$ cat src/rtl/pipeline_hazard_ctrl.sv
// pipeline_hazard_ctrl
// Hazard/stall controller sitting beside the ID stage of a 5-stage pipeline.
// Sequences the PC, IF/ID and ID/EX registers: stalls on load-use hazards,
// holds the pipe while a multi-cycle multiply is in flight, and flushes IF/ID
// on taken branches.
//
// State | meaning
// ------+-----------------------------------------------------------------
// RUN        | normal issue; hazard / mul / branch evaluated here
// LOAD_STALL | extra load-use stall cycles beyond the detection cycle
// MUL_WAIT   | waiting for mul_done (or timeout) with the pipe held
//
// Ports:
//   clk, rst             clock (rising edge), async active-high reset
//   id_Rs, id_Rt         source fields of the instruction in ID
//   id_uses_rt           ID instruction reads Rt
//   ex_mem_read, ex_Rt   instruction in EX is a load, and its destination
//   id_is_mul            ID instruction is a multi-cycle multiply
//   mul_done             multiplier result valid pulse
//   id_branch_taken      branch in ID resolved taken
//   pc_write             PC load enable
//   if_id_write          IF/ID load enable
//   if_id_flush          IF/ID clear
//   id_ex_bubble         ID/EX loads zeroed control signals
//   mul_start            one-cycle multiplier start pulse
//   mul_timeout          sticky multiply timeout flag
//   stall_cycles         saturating count of cycles with pc_write low
module pipeline_hazard_ctrl #(
  parameter int LOAD_STALL_CYCLES = 1,
  parameter int MUL_TIMEOUT       = 64
) (
  input  logic        clk,
  input  logic        rst,
  input  logic [4:0]  id_Rs,
  input  logic [4:0]  id_Rt,
  input  logic        id_uses_rt,
  input  logic        ex_mem_read,
  input  logic [4:0]  ex_Rt,
  input  logic        id_is_mul,
  input  logic        mul_done,
  input  logic        id_branch_taken,
  output logic        pc_write,
  output logic        if_id_write,
  output logic        if_id_flush,
  output logic        id_ex_bubble,
  output logic        mul_start,
  output logic        mul_timeout,
  output logic [15:0] stall_cycles
);

  localparam logic [1:0] ST_RUN        = 2'd0;
  localparam logic [1:0] ST_LOAD_STALL = 2'd1;
  localparam logic [1:0] ST_MUL_WAIT   = 2'd2;

  localparam logic [3:0]  LD_INIT   = 4'(LOAD_STALL_CYCLES - 1);
  localparam logic [15:0] MUL_LIMIT = 16'(MUL_TIMEOUT);

  logic [1:0]  state_q, state_d;
  logic [3:0]  ld_cnt_q, ld_cnt_d;
  logic [15:0] mul_cnt_q, mul_cnt_d;
  logic        mul_timeout_q, mul_timeout_d;
  logic [15:0] stall_cycles_q, stall_cycles_d;

  logic hazard;
  logic pc_write_c, if_id_write_c, if_id_flush_c, id_ex_bubble_c, mul_start_c;

  // Register 0 is hardwired, so a load targeting it never creates a hazard.
  assign hazard = ex_mem_read && (ex_Rt != 5'd0) &&
                  ((ex_Rt == id_Rs) || (id_uses_rt && (ex_Rt == id_Rt)));

  always_comb begin
    state_d        = state_q;
    ld_cnt_d       = ld_cnt_q;
    mul_cnt_d      = mul_cnt_q;
    mul_timeout_d  = mul_timeout_q;
    pc_write_c     = 1'b1;
    if_id_write_c  = 1'b1;
    id_ex_bubble_c = 1'b0;
    if_id_flush_c  = 1'b0;
    mul_start_c    = 1'b0;

    case (state_q)
      ST_RUN: begin
        if (hazard) begin
          pc_write_c     = 1'b0;
          if_id_write_c  = 1'b0;
          id_ex_bubble_c = 1'b1;
          // The detection cycle is itself the first stall cycle.
          if (LOAD_STALL_CYCLES > 1) begin
            state_d  = ST_LOAD_STALL;
            ld_cnt_d = LD_INIT;
          end
        end else if (id_is_mul) begin
          mul_start_c    = 1'b1;
          pc_write_c     = 1'b0;
          if_id_write_c  = 1'b0;
          id_ex_bubble_c = 1'b1;
          state_d        = ST_MUL_WAIT;
          mul_cnt_d      = 16'd1;
        end else if (id_branch_taken) begin
          if_id_flush_c = 1'b1;
        end
      end

      ST_LOAD_STALL: begin
        pc_write_c     = 1'b0;
        if_id_write_c  = 1'b0;
        id_ex_bubble_c = 1'b1;
        ld_cnt_d       = ld_cnt_q - 4'd1;
        if (ld_cnt_q == 4'd1) begin
          state_d = ST_RUN;
        end
      end

      ST_MUL_WAIT: begin
        if (mul_done) begin
          // Release in the same cycle so the mul advances into EX.
          state_d = ST_RUN;
        end else if (mul_cnt_q == MUL_LIMIT) begin
          // Timeout behaves like a completion so the pipe cannot wedge.
          mul_timeout_d = 1'b1;
          state_d       = ST_RUN;
        end else begin
          pc_write_c     = 1'b0;
          if_id_write_c  = 1'b0;
          id_ex_bubble_c = 1'b1;
          if (mul_cnt_q != 16'hFFFF) begin
            mul_cnt_d = mul_cnt_q + 16'd1;
          end
        end
      end

      default: begin
        state_d = ST_RUN;
      end
    endcase

    stall_cycles_d = stall_cycles_q;
    if (!pc_write_c && (stall_cycles_q != 16'hFFFF)) begin
      stall_cycles_d = stall_cycles_q + 16'd1;
    end
  end

  always_ff @(posedge clk or posedge rst) begin
    if (rst) begin
      state_q        <= ST_RUN;
      ld_cnt_q       <= 4'd0;
      mul_cnt_q      <= 16'd0;
      mul_timeout_q  <= 1'b0;
      stall_cycles_q <= 16'd0;
    end else begin
      state_q        <= state_d;
      ld_cnt_q       <= ld_cnt_d;
      mul_cnt_q      <= mul_cnt_d;
      mul_timeout_q  <= mul_timeout_d;
      stall_cycles_q <= stall_cycles_d;
    end
  end

  // Reset overrides the combinational outputs immediately, independent of clk.
  assign pc_write     = pc_write_c && !rst;
  assign if_id_write  = if_id_write_c && !rst;
  assign if_id_flush  = if_id_flush_c && !rst;
  assign id_ex_bubble = id_ex_bubble_c || rst;
  assign mul_start    = mul_start_c && !rst;
  assign mul_timeout  = mul_timeout_q;
  assign stall_cycles = stall_cycles_q;

endmodule

$ cat config.mk
export PLATFORM = sky130hd
export DESIGN_NAME = pipeline_hazard_ctrl
export DESIGN_NICKNAME = d
export VERILOG_FILES = /design/src/rtl/pipeline_hazard_ctrl.sv
export SDC_FILE = /design/constraint.sdc
export NUM_CORES = 1
export LEC_CHECK = 0
export CORE_MARGIN = 4
export CORE_UTILIZATION = 50
export CTS_BUF_LIST = sky130_fd_sc_hd__clkbuf_16
export CTS_CLUSTER_DIAMETER = 150
export CTS_CLUSTER_SIZE = 10
export DETAILED_ROUTE_END_ITERATION = 10
export PLACE_DENSITY = 0.79
export REMOVE_ABC_BUFFERS = 1
export SYNTH_ARGS = -nofsm -noshare
export SYNTH_HDL_FRONTEND = slang
export SYNTH_SLANG_ARGS = --single-unit
$ cat constraint.sdc
create_clock -name clk -period 3.6 [get_ports clk]
set_input_delay 0.36 -clock clk [delete_from_list [all_inputs] [get_ports clk]]
set_output_delay 0.36 -clock clk [all_outputs]
set_load 0.01 [all_outputs]
==> results.json, run 1 <==
{
  "numCtsBuffers": 5,
  "criticalPathCategory": "in -> out",
  "hold_violations": 0,
  "drv_cap": 0,
  "cts_root_buf": "clkbuf_16",
  "fin_skew_ns": 0.00470,
  "power_frac_comb": 0.269,
  "r2r-end": "mul_cnt_q[13]",
  "routed_wl_mm": 4.21,
  "dp_hpwl_mm": 3.06,
  "cp-startpoint": "ex_Rt[1]",
  "post_cts_buffers": 0,
  "rsz0062_at_grt": "no",
  "r2r_setup_slack_ns": 1.35,
  "synthFlopType": "dfrtp_1",
  "clock.fmax_mhz": 326,
  "grt_pass1_vias": 1676,
  "grt_pass1_wl_mm": 7.55,
  "drive_gt1_frac": 0.0553,
  "synthArstFlopShare": 1.00,
  "antenna_left": 0,
  "via_count": 1704,
  "htreeDepth": 2,
  "clkLatencyLatePin_ns": 0.28,
  "gp_congestion": 0.817,
  "critPathMaxFanout": 3,
  "clock_path_buffers": 2,
  "path_clk_slew_ns": 0.05,
  "synth_edf_count": 0,
  "vias_per_cell": 5.66,
  "nets": 277,
  "die_area_mm2": 0.00496,
  "drt_iter0_markers": 105,
  "maxSlewHeadroom": 0.576,
  "status": "complete, no violations",
  "synth.distinct_cells": 41,
  "start_util": 0.525,
  "switching_share": 0.318,
  "powerDensity_mw_per_mm2": 512,
  "num_io_pins": 44,
  "clock-sinks": 34,
  "fin_setup_tns_ns": 0,
  "synth_seq_cells": 34,
  "grt_use_total": 0.190,
  "ir_drop_uv": 226,
  "netlist_instances": 206,
  "final_cell_mix": "clkdlybuf4s50_1, dfrtp_1, nor2_1, nand2_1, xnor2_1",
  "min_path_type": "reg -> reg",
  "ctsHoldBuffers": 0,
  "crit_path_end_kind": "output pin",
  "crit_required_ns": 3.24,
  "grt.overflow.total": 0,
  "coreArea_mm2": 0.00372,
  "tritoncts": "built",
  "r2r_cells": 8,
  "power_frac_seq": 0.419,
  "crit_path_start_kind": "input port",
  "finalSetupViolCount": 0,
  "reg2reg_from": "mul_cnt_q[0]",
  "antenna_found_initial": 0,
  "avgRoutedWirePerCell_um": 14.0,
  "die_x_um": 70.4,
  "p_int_mw": 0.893,
  "crit_arrival_ns": 2.70,
  "first_pass_iters": 4,
  "power_switching_mw": 0.417,
  "synth_area_per_cell_um2": 9.46,
  "period_share": 0.851,
  "clockPowerShare": 0.311,
  "grt_max_degree": 35,
  "endpoint": "if_id_flush",
  "tightest_slew_ns": 0.636,
  "io_buffers": 43,
  "report.power.total_mw": 1.31,
  "synth_seq_area_share": 0.436,
  "fillers": 317,
  "post_cts_resized": 0,
  "drc_errors": 0,
  "syn_area_mm2": 0.00195,
  "antennaDiodeCount": 0,
  "die_h_um": 70.4,
  "yosys_warnings": 0,
  "total_leakage_power_nw": 1.07,
  "syn2layout_area_growth_pct": 31.3,
  "period_minus_slack_ns": 3.06,
  "slew_violations": 0,
  "mostFrequentLayoutCell": "clkdlybuf4s50_1",
  "rows": 22
}
==> cells in the mapped netlist, drive strengths merged (2+ instances only) <==
library cell / n / area (µm²)
nor3: 3 / 15.0
and4: 5 / 43.8
nor4: 2 / 12.5
nand3: 13 / 65.1
a21oi: 6 / 30.0
nor4b: 2 / 17.5
dfrtp: 34 / 851
ha: 3 / 37.5
a31oi: 14 / 87.6
xnor2: 15 / 131
a41oi: 3 / 26.3
inv: 8 / 30.0
nand2b: 6 / 37.5
nand4: 10 / 62.6
o21bai: 2 / 26.3
clkbuf: 3 / 12.5
and3: 6 / 37.5
nand2: 18 / 70.1
nor2: 17 / 63.8
o21ai: 7 / 35.0
and2: 5 / 31.3
buf: 4 / 31.3
xor2: 9 / 78.8
==> area by class of cell <==
class,instances,area (µm²),share of cell area
Multi-Input combinational cell,157,1020,0.400
Sequential cell,34,851,0.332
Timing Repair Buffer,46,453,0.177
Clock buffer,5,125,0.0489
Tap cell,48,60.1,0.0235
Inverter,8,30.0,0.0117
Clock inverter,3,16.3,0.00635
==> worst min-delay path by stage <==
stage	from	end	slack (ns)	cells after the start
after floorplan	mul_cnt_q[11]	mul_cnt_q[11]	0.48	1
after global placement	mul_timeout	mul_timeout	0.46	1
after detailed placement	mul_timeout	mul_timeout	0.47	1
after CTS	mul_timeout	mul_timeout	0.48	1
after global routing	stall_cycles[9]	stall_cycles[9]	0.53	1
final	mul_timeout	mul_timeout	0.48	1
==> worst max-delay path: stages <==
cell             delay [ns]
clkdlybuf4s50_1        0.47
or4_1                  0.54
o21ai_1                0.25
nor2_1                 0.15
nor3_1                 0.20
and3b_1                0.19
clkdlybuf4s50_1        0.54
==> per-layer routing <==
layer / part of all wire / global-route usage
met3: 0.058 / 0.0576
met4: 0.010 / 0.0851
met2: 0.48 / 0.299
met5: 0 / 0
met1: 0.45 / 0.239
==> cells by family after synthesis <==
family          after synthesis  synth area share
simple gates                 91             0.251
compound gates               38             0.142
flops                        34             0.436
xor+xnor                     24             0.108
buf+inv                      15            0.0379
fa+ha+maj                     3            0.0193
mux                           1           0.00578
==> power by group through the flow <==
| stage | Clock (mW) | Sequential (mW) | Combinational [mW] |
|---|---|---|---|
| final | 0.408 | 0.549 | 0.353 |
| after detailed placement | 0 | 0.555 | 0.355 |
| after floorplan | 0 | 0.547 | 0.189 |
| after global routing | 0.434 | 0.564 | 0.394 |
| after global placement | 0 | 0.552 | 0.347 |
| after CTS | 0.412 | 0.550 | 0.358 |
==> state kept, by name, summed over array words and instances, names as in the netlist <==
signal and cells:
mul_cnt_q 16, state_q 1, stall_cycles 16, mul_timeout 1
==> stage by stage <==
stage	utilization	hold slack, ns	setup WS, ns	area (µm²)	cells
final	0.689	0.478	0.537	2560	301
after global routing	0.689	0.527	0.401	2560	301
after CTS	0.689	0.480	0.508	2560	301
after detailed placement	0.651	0.469	0.512	2420	293
after global placement	0.651	0.463	0.576	2420	293
after floorplan	-	0.476	1.34	1910	199
Power figures use the tool's default switching activity.
==> inputs of run 2 (changes only) <==
--- a/config.mk
+++ b/config.mk
@@ -5,7 +5,6 @@
 export SDC_FILE = /design/constraint.sdc
 export NUM_CORES = 1
 export LEC_CHECK = 0
-export CORE_MARGIN = 4
 export CORE_UTILIZATION = 50
 export CTS_BUF_LIST = sky130_fd_sc_hd__clkbuf_16
 export CTS_CLUSTER_DIAMETER = 150
==> run 2 against run 1 <==
- core utilization rose by 0.41 points
- sequential share of layout area barely moved
- critical path depth unchanged
- power shrank 0.32%
- flip-flop and latch count stayed put
- sequential power about the same
- cell area decreased by 0.15%
- combinational power increased by 2%
- clock-buffer cell count unchanged
- final cell count is the same
- die area down 16%
==> results.json, run 2 (same netlist as run 1, synthesis figures left out) <==
{
  "gp_congestion": 0.807,
  "final_cell_mix": "clkdlybuf4s50_1, dfrtp_1, nor2_1, nand2_1, xnor2_1",
  "mostFrequentLayoutCell": "clkdlybuf4s50_1",
  "cp_slowest_cell": "or4_1",
  "rsz0062_at_grt": "no",
  "pre_cts_ws_ns": 0.501,
  "fin_skew_ns": 0.00185,
  "drc_errors": 0,
  "start_util": 0.528,
  "fin_cells": 301,
  "total_leakage_power_nw": 1.07,
  "rows": 22,
  "period_minus_slack_ns": 3.09,
  "via_count": 1692,
  "clock-sinks": 34,
  "status": "complete, no violations",
  "crit_path_start_kind": "input port",
  "criticalPathCategory": "in -> out",
  "critPathMaxFanout": 3,
  "clkLatencyLatePin_ns": 0.28,
  "crit_required_ns": 3.24,
  "nets": 277,
  "htreeDepth": 2,
  "path_clk_slew_ns": 0.05,
  "antenna_found_initial": 0,
  "final_area_mm2": 0.00256,
  "powerDensity_mw_per_mm2": 511,
  "crit_arrival_ns": 2.73,
  "crit_path_end_kind": "output pin",
  "routed_wl_mm": 4.24,
  "hold_violations": 0,
  "clock_path_buffers": 2,
  "maxSlewHeadroom": 0.578,
  "post_cts_resized": 0,
  "cp_common_cell": "clkdlybuf4s50_1",
  "grt.overflow.total": 0,
  "path_buf_inv": 2,
  "hold_ws_ns": 0.490,
  "antenna_left": 0,
  "post_dp_cell_area_mm2": 0.00242,
  "max_stage_delay_ns": 0.54,
  "fin_util": 0.693,
  "antennaDiodeCount": 0,
  "finalSetupViolCount": 0,
  "grt_use_total": 0.234,
  "die_area_mm2": 0.00415,
  "drt_iter0_markers": 142,
  "drv_cap": 0,
  "clock.fmax_mhz": 324,
  "grt_max_degree": 35,
  "dp_hpwl_mm": 3.01,
  "coreArea_mm2": 0.00369,
  "tightest_slew_ns": 0.633,
  "slew_violations": 0,
  "tritoncts": "built",
  "first_pass_iters": 4,
  "avgRoutedWirePerCell_um": 14.1,
  "post_cts_buffers": 0,
  "drive_gt1_frac": 0.0514,
  "fillers": 303,
  "report.power.total_mw": 1.31,
  "min_path_type": "reg -> reg",
  "io_buffers": 43,
  "setup_slack_ns": 0.515,
  "worstPathCellList": "clkdlybuf4s50_1, or4_1, o21ai_1, nor2_1, nor3_1, and3b_1, clkdlybuf4s50_1",
  "fin_setup_tns_ns": 0,
  "numCtsBuffers": 5,
  "num_io_pins": 44,
  "grt_pass1_wl_mm": 7.56,
  "cts_root_buf": "clkbuf_16",
  "ctsHoldBuffers": 0,
  "period_share": 0.857,
  "syn2layout_area_growth_pct": 31.1,
  "crit_family": "simple AND/OR/NAND/NOR gates",
  "die_x_um": 64.4,
  "dp_cells": 293,
  "die_h_um": 64.4,
  "grt_pass1_vias": 1675,
  "ir_drop_uv": 283,
  "vias_per_cell": 5.62
}
[run 2: changes by cell type in the layout (fill, tap and decap cells not counted), sizes merged]
cell,previous run,this run
inv,8,9
clkinvlp,1,0
[run 2: worst reg2reg max path: cells and delay by family (launching register included)]
kind	cells	cell delay (ns)
and+or+nand+nor	2	0.51
AOI/OAI and AO/OA	2	0.50
DFF	1	0.44
muxes	1	0.33
buffers and inverters	2	0.31
adders and majority gates	1	0.15
[run 2: final timing paths]
| check | from | endpoint | slack [ns] | depth (start not counted) |
|---|---|---|---|---|
| max in group asynchronous | rst | mul_cnt_q[12] | 2.74 | 3 |
| worst min register to register | stall_cycles[4] | stall_cycles[4] | 0.49 | 1 |
| worst max register to register | mul_cnt_q[0] | stall_cycles[1] | 1.24 | 8 |
| worst max-delay path | ex_Rt[1] | if_id_flush | 0.51 | 7 |
| worst min-delay path | stall_cycles[4] | stall_cycles[4] | 0.49 | 1 |
| min in group asynchronous | rst | stall_cycles[2] | 0.55 | 3 |
[run 2: where the power goes]
part / switching, mW / total (mW) / leakage, nW / internal, mW
combinational: 0.169 / 0.359 / 0.545 / 0.191
clock: 0.148 / 0.398 / 0.0724 / 0.249
sequential: 0.0974 / 0.549 / 0.454 / 0.452
[run 2: cell type report]
type / count / area [µm²] / share of cell area
timing repair buffer: 46 / 453 / 0.177
multi-input combinational: 157 / 1020 / 0.401
tap: 48 / 60.1 / 0.0235
sequential: 34 / 851 / 0.333
clock buffer: 5 / 125 / 0.0489
inverter: 8 / 30.0 / 0.0117
clock inverter: 3 / 12.5 / 0.00489
[run 2: metal layers]
metal,vias to the layer above,GRT usage,part of all wire
met5,-,0,0
met4,0,0.0694,0.013
met3,6,0.0493,0.044
met2,46,0.384,0.47
met1,801,0.309,0.47
li1,839,-,-
==> inputs of run 3 (changes only) <==
--- a/config.mk
+++ b/config.mk
@@ -5,6 +5,7 @@
 export SDC_FILE = /design/constraint.sdc
 export NUM_CORES = 1
 export LEC_CHECK = 0
+export CORE_MARGIN = 2
 export CORE_UTILIZATION = 50
 export CTS_BUF_LIST = sky130_fd_sc_hd__clkbuf_16
 export CTS_CLUSTER_DIAMETER = 150
@@ -12,6 +13,7 @@
 export DETAILED_ROUTE_END_ITERATION = 10
 export PLACE_DENSITY = 0.79
 export REMOVE_ABC_BUFFERS = 1
+export SETUP_SLACK_MARGIN = 0.5
 export SYNTH_ARGS = -nofsm -noshare
 export SYNTH_HDL_FRONTEND = slang
 export SYNTH_SLANG_ARGS = --single-unit
==> run 3 against run 2 <==
- fmax grew 4.3%
- final cell count fell by 0.33%
- via count grew 4.8%
- clock skew up 0.00083 ns
- sequential power about the same
- clock-buffer cell count did not move
- first-iteration DRC count up 23%
- sequential share of layout area barely moved
- power about the same
==> results.json, run 3 (same netlist as run 1, synthesis figures left out) <==
{
  "drc_errors": 0,
  "nets": 277,
  "cts_root_buf": "clkbuf_16",
  "avgRoutedWirePerCell_um": 14.4,
  "antennaDiodeCount": 0,
  "period_minus_slack_ns": 2.96,
  "clkLatencyLatePin_ns": 0.28,
  "first_pass_iters": 4,
  "io_buffers": 43,
  "report.power.total_mw": 1.31,
  "crit_path_start_kind": "input port",
  "fin_skew_ns": 0.00268,
  "ir_drop_uv": 216,
  "die_h_um": 66.4,
  "vias_per_cell": 5.91,
  "grt_pass1_wl_mm": 7.57,
  "dp_hpwl_mm": 3.12,
  "hold_path_depth": 1,
  "clock-sinks": 34,
  "grt_pass1_vias": 1733,
  "r2r-end": "mul_cnt_q[11]",
  "die_area_mm2": 0.00441,
  "r2r_cells": 8,
  "total_leakage_power_nw": 1.07,
  "rows": 22,
  "tightest_slew_ns": 0.617,
  "routed_wl_mm": 4.32,
  "drt_iter0_markers": 174,
  "cp-startpoint": "ex_Rt[1]",
  "path_clk_slew_ns": 0.05,
  "status": "complete, no violations",
  "grt_use_total": 0.226,
  "die_x_um": 66.4,
  "clock.fmax_mhz": 338,
  "post_cts_resized": 0,
  "via_count": 1774,
  "slew_violations": 0,
  "min_to": "mul_timeout",
  "critPathMaxFanout": 3,
  "syn2layout_area_growth_pct": 31.3,
  "r2r_setup_slack_ns": 1.34,
  "coreArea_mm2": 0.00372,
  "finalSetupViolCount": 0,
  "min_path_type": "reg -> reg",
  "max_stage_delay_ns": 0.56,
  "grt.overflow.total": 0,
  "crit_arrival_ns": 2.60,
  "worstPathCellList": "clkdlybuf4s50_1, or4_1, o21ai_2, nor2_2, nor3_1, and3b_1, clkdlybuf4s50_1",
  "start_util": 0.525,
  "final_cell_mix": "clkdlybuf4s50_1, dfrtp_1, nand2_1",
  "antenna_found_initial": 0,
  "grt_max_degree": 35,
  "tritoncts": "built",
  "ctsHoldBuffers": 0,
  "rsz0062_at_grt": "no",
  "drive_gt1_frac": 0.0635,
  "gp_congestion": 0.780,
  "powerDensity_mw_per_mm2": 510,
  "clock_path_buffers": 2,
  "crit_required_ns": 3.24,
  "htreeDepth": 2,
  "hold_violations": 0,
  "criticalPathCategory": "in -> out",
  "drv_cap": 0,
  "crit_path_end_kind": "output pin",
  "cp_slowest_cell": "or4_1",
  "maxSlewHeadroom": 0.588,
  "num_io_pins": 44,
  "min_from": "mul_timeout",
  "period_share": 0.822,
  "numCtsBuffers": 5,
  "cp_common_cell": "clkdlybuf4s50_1",
  "reg2reg_from": "mul_cnt_q[0]",
  "fin_setup_tns_ns": 0,
  "fin_cells": 300,
  "dp_cells": 293,
  "mostFrequentLayoutCell": "clkdlybuf4s50_1",
  "antenna_left": 0,
  "post_cts_buffers": 0
}
## run 3: worst max-delay path by stage
stage / endpoint / slack, ns / depth (start not counted)
after detailed placement: if_id_flush / 0.53 / 7
after global routing: if_id_write / 0.50 / 7
after floorplan: id_ex_bubble / 1.34 / 7
after CTS: if_id_flush / 0.52 / 7
final: if_id_flush / 0.64 / 7
after global placement: if_id_flush / 0.55 / 7
## run 3: per-layer routing
metal / share of wire / global-route usage
met1: 0.41 / 0.282
met2: 0.50 / 0.384
met3: 0.068 / 0.0579
met4: 0.013 / 0.0638
met5: 0 / 0
## run 3: area by class of cell
class | instances | area (µm²)
Multi-Input combinational cell | 157 | 1030
Sequential cell | 34 | 851
Timing Repair Buffer | 46 | 453
Clock buffer | 5 | 125
Tap cell | 48 | 60.1
Inverter | 8 | 30.0
Fill cell | 313 | 1160
Clock inverter | 2 | 10.0
## run 3: critical path: cells and delay by family
family	cells	cell delay, ns
buffers and inverters	2	0.99
AND/OR/NAND/NOR	4	1.03
AO/OA/AOI/OAI	1	0.21
## run 3: power breakdown
group | total, mW | switching [mW] | internal (mW)
combinational | 0.356 | 0.167 | 0.189
sequential | 0.548 | 0.0967 | 0.452
clock | 0.402 | 0.152 | 0.249
total | 1.31 | 0.416 | 0.890
## run 3: through the flow
stage,worst slack (ns),util,hold WS (ns),area [µm²]
after global placement,0.547,0.651,0.469,2420
after floorplan,1.34,-,0.476,1910
after CTS,0.518,0.687,0.494,2550
after detailed placement,0.533,0.651,0.483,2420
after global routing,0.505,0.689,0.496,2560
final,0.641,0.689,0.487,2560
